## config.mk

```make
export PLATFORM = sky130hd
export DESIGN_NAME = sel_decode_4to16
export DESIGN_NICKNAME = d
export VERILOG_FILES = /design/src/rtl/sel_decode_4to16.sv
export SDC_FILE = /design/constraint.sdc
export NUM_CORES = 1
export LEC_CHECK = 0
export CORE_AREA = 2 2 39 41
export DETAILED_ROUTE_END_ITERATION = 10
export DIE_AREA = 0 0 41 43
export SYNTH_ARGS = -nofsm -noshare
export SYNTH_HDL_FRONTEND = slang
export SYNTH_SLANG_ARGS = --single-unit
```

## constraint.sdc

```tcl
create_clock -name vclk -period 0.8
set_input_delay 0.12 -clock vclk [all_inputs]
set_output_delay 0.12 -clock vclk [all_outputs]
set_load 0.1 [all_outputs]
```

## src/rtl/sel_decode_4to16.sv

```systemverilog
// 4-to-16 one-hot decoder with enable; output is all-zero when disabled.
module sel_decode_4to16 (
   input  logic        en,
   input  logic [3:0]  sel,
   output logic [15:0] onehot
);

   assign onehot = en ? (16'h0001 << sel) : 16'h0000;

endmodule

```

==> results.json, run 1 <==
{
  "finalMaxSlewViolations": 0,
  "cp-end-kind": "primary output",
  "ir_worst_vdd_mv": 0.241,
  "antenna_left": 0,
  "path_class": "in -> out",
  "layout_min_cycle_time_ns": 1.21,
  "finalCritPeriodShare_pct": 152,
  "wl_per_cell_um": 11.2,
  "yosysTopAreaCell": "nor2_1",
  "cts_hold_buffers": 0,
  "p_leak_nw": 0.283,
  "start_kind": "input pin",
  "yosysSeqAreaShare_pct": 0,
  "pre_cts_slack_ns": -0.827,
  "drv_cap": 0,
  "grt.overflow.total": 0,
  "setup_viol": 16,
  "ys_top_cells_by_area": "nor2_1, nor3_1, nand3b_1, nand2b_1, or3b_4",
  "rows": 14,
  "critPathArrivalTime_ns": 1.09,
  "initial_core_util_pct": 8.68,
  "rsz0062_at_grt": "yes",
  "drive_above_1_share_pct": 96.2,
  "hold_path_depth": 3,
  "grt_max_degree": 8,
  "seq_cell_count": 0,
  "grtUsageTotal_pct": 11.2,
  "syn_area_um2": 120,
  "synth_cells": 23,
  "placed_cell_area_um2": 753,
  "synth_top_area_share_pct": 34.4,
  "hold_viol": 0,
  "hold_start": "sel[3]",
  "dieArea_um2": 1760,
  "met1_usage_pct": 16.9,
  "violations": "negative setup slack",
  "ios": 21,
  "clock.fmax_ghz": 0.824,
  "antenna_cells": 0,
  "firstDrtPassIters": 3,
  "die_y_um": 43,
  "worstPathMaxFanout": 4,
  "busiest_layer": "met1",
  "fin_ws_ns": -0.414,
  "required_ns": 0.68,
  "path_cells": "buf_8, or3b_4, nor3_4, buf_12",
  "io_buffer_count": 21,
  "globalplace.congestion": 0.627,
  "clock_buffers": 0,
  "fin_area_um2": 774,
  "dp_hpwl_um": 656,
  "layout_common_cells": "buf_12, nor2_4, buf_6, nor3_4",
  "slowest_stage": "or3b_4",
  "routed_wl_um": 771,
  "nets": 60,
  "ys_types": 9,
  "yosysWarnings": 0,
  "drtIter0Drc": 1,
  "hold_class": "in -> out",
  "grtUsageMet2_pct": 16.6,
  "syn_avg_cell_area_um2": 5.22,
  "grt_pass1_wl_mm": 1.42,
  "fp.dieW_um": 41,
  "final_common_cell": "buf_12",
  "num_vias": 284,
  "drcViolationCount": 0,
  "syn_nets": 28,
  "postLayoutCoreUtil_pct": 56.0,
  "hold_path_end": "onehot[0]",
  "layout.cells.non_filler": 69,
  "slew_headroom_pct": 88.1,
  "p_per_area_nw_per_um2": 450,
  "core_um2": 1380,
  "syn_to_final_growth_pct": 545,
  "register_area_um2": 0,
  "max_stage_delay_ns": 0.46,
  "antenna_found_initial": 0,
  "status": "finished, violations left",
  "grt_pass1_vias": 322,
  "use_met3_pct": 3.14,
  "setup_tns_ns": -4.03,
  "place_inst": 69,
  "tightest_slew_ns": 0.178,
  "via_per_inst": 4.12
}
## worst max path at each step
stage,startpoint,end,slack (ns),depth (start not counted)
floorplan,sel[1],onehot[0],-0.65,2
global placement,sel[1],onehot[0],-0.81,4
detailed placement,sel[1],onehot[0],-0.83,4
CTS,sel[2],onehot[0],-0.44,4
global route,sel[2],onehot[0],-0.44,4
finish,sel[2],onehot[0],-0.41,4
## through the flow
stage	power (mW)	hold WS [ns]
2_1_floorplan	0.179	0.345
3_3_place_gp	0.340	1.07
3_5_place_dp	0.343	1.09
4_1_cts	0.353	0.661
5_1_grt	0.365	0.672
6_report	0.349	0.660
## power by group
part | switching [mW] | leakage [nW] | internal, mW
combinational | 0.209 | 0.283 | 0.139
sequential | 0 | 0 | 0
clock | 0 | 0 | 0
## routing by layer
layer	routed length, um	up-vias
met4	0	0
met1	303	129
met3	97	0
li1	-	138
met5	0	-
met2	371	17
## cells by family after synthesis
family / count (synthesis) / synth area share [%]
AND/OR/NAND/NOR: 23 / 100
## Yosys cell counts
cell	instances
nand3_1	1
nor2_1	11
nor3_1	3
or3b_4	1
nor2_2	1
nand2_1	1
nand3b_1	2
nand2b_1	2
nor3_2	1
## cell type report
class / instances / area (um^2)
timing repair buffer: 30 / 472
fill: 118 / 609
tap: 16 / 20.0
multi-input combinational: 23 / 283
## timing repair
action,CTS,global route
resized for setup,36,0
pin swaps,9,5
cloned,0,0
setup buffers,1,0
endpoints found under the setup margin,16,16
## critical path, delay by kind of cell
family	cells	cell delay (ns)
simple gates	2	0.68
buf+inv	2	0.29
No activity file was read; power rests on OpenSTA's default activity.
==> run 2: changes to the inputs <==
--- a/config.mk
+++ b/config.mk
@@ -5,9 +5,11 @@
 export SDC_FILE = /design/constraint.sdc
 export NUM_CORES = 1
 export LEC_CHECK = 0
+export ABC_CLOCK_PERIOD_IN_PS = 800
 export CORE_AREA = 2 2 39 41
 export DETAILED_ROUTE_END_ITERATION = 10
 export DIE_AREA = 0 0 41 43
+export PLACE_DENSITY = 0.53
 export SYNTH_ARGS = -nofsm -noshare
 export SYNTH_HDL_FRONTEND = slang
 export SYNTH_SLANG_ARGS = --single-unit
==> results.json, run 2 (same netlist as run 1, synthesis figures left out) <==
{
  "pre_cts_slack_ns": -0.867,
  "tightest_slew_ns": 0.176,
  "cts_hold_buffers": 0,
  "rows": 14,
  "num_vias": 301,
  "violations": "negative setup slack",
  "antenna_found_initial": 0,
  "hold_class": "in -> out",
  "placed_cell_area_um2": 741,
  "fin_area_um2": 810,
  "grtUsageTotal_pct": 12.2,
  "wl_per_cell_um": 11.8,
  "grt_max_degree": 6,
  "grt.overflow.total": 0,
  "antenna_cells": 0,
  "fp.dieW_um": 41,
  "fin_ws_ns": -0.367,
  "via_per_inst": 4.18,
  "layout_min_cycle_time_ns": 1.17,
  "initial_core_util_pct": 8.68,
  "place_inst": 69,
  "slew_headroom_pct": 88.2,
  "rsz0062_at_grt": "yes",
  "seq_cell_count": 0,
  "drtIter0Drc": 1,
  "required_ns": 0.68,
  "syn_to_final_growth_pct": 574,
  "layout.cells.non_filler": 72,
  "ir_worst_vdd_mv": 0.227,
  "ios": 21,
  "postLayoutCoreUtil_pct": 58.5,
  "finalMaxSlewViolations": 0,
  "p_leak_nw": 0.302,
  "path_class": "in -> out",
  "grt_pass1_vias": 328,
  "clock_buffers": 0,
  "finalCritPeriodShare_pct": 146,
  "power_mw": 0.374,
  "routed_wl_um": 848,
  "register_area_um2": 0,
  "worstPathMaxFanout": 4,
  "dieArea_um2": 1760,
  "grt_pass1_wl_mm": 1.57,
  "io_buffer_count": 21,
  "globalplace.congestion": 0.606,
  "core_um2": 1380,
  "antenna_left": 0,
  "critPathArrivalTime_ns": 1.05,
  "start_kind": "input pin",
  "drcViolationCount": 0,
  "layout_common_cells": "buf_12, nor2_4, buf_6, nor3_4, buf_4",
  "nets": 63,
  "hold_viol": 0,
  "final_common_cell": "buf_12",
  "setup_viol": 16,
  "firstDrtPassIters": 2,
  "setup_tns_ns": -3.71,
  "hold_ws_ns": 0.690,
  "p_per_area_nw_per_um2": 462,
  "cp-end-kind": "primary output",
  "dp_hpwl_um": 718,
  "clock.fmax_ghz": 0.857,
  "status": "finished, violations left",
  "die_y_um": 43,
  "drv_cap": 0,
  "drive_above_1_share_pct": 96.4
}
==> run 2: cell count changes in the layout (fill, tap and decap cells not counted) <==
cell	before	now
buf_12	16	17
buf_4	2	4
==> run 2: cell type report <==
| class | instances | area (um^2) |
|---|---|---|
| fill | 117 | 574 |
| multi-input combinational | 23 | 283 |
| tap | 16 | 20.0 |
| timing repair buffer | 33 | 507 |
==> run 2: path summary, 6_finish.rpt <==
| check | start | to | slack [ns] | cells after the start |
|---|---|---|---|---|
| max | sel[2] | onehot[0] | -0.37 | 4 |
| min | en | onehot[14] | 0.69 | 4 |
==> run 2: critical path: stages <==
cell    delay, ns
buf_8        0.09
or3b_4       0.46
nor3_4       0.17
buf_12       0.20
==> run 2: routing by layer <==
metal  wire length, um  vias to the layer above  track usage [%]
li1                  -                      147                -
met1               295                      141             16.0
met2               497                       13             21.9
met3                56                        0             1.05
met4                 0                        0                0
met5                 0                        -                0
==> run 2: what timing repair did <==
item                       in CTS  in global routing
setup endpoints to repair      16                 16
gates resized for setup        35                  0
buffers inserted                3                  0
hold endpoints to repair        0                  0
pin swaps                       6                  5
==> run 2: where the power goes <==
part | switching (mW) | internal [mW] | leakage (nW)
combinational | 0.215 | 0.159 | 0.302
clock | 0 | 0 | 0
sequential | 0 | 0 | 0
total | 0.215 | 0.159 | 0.302
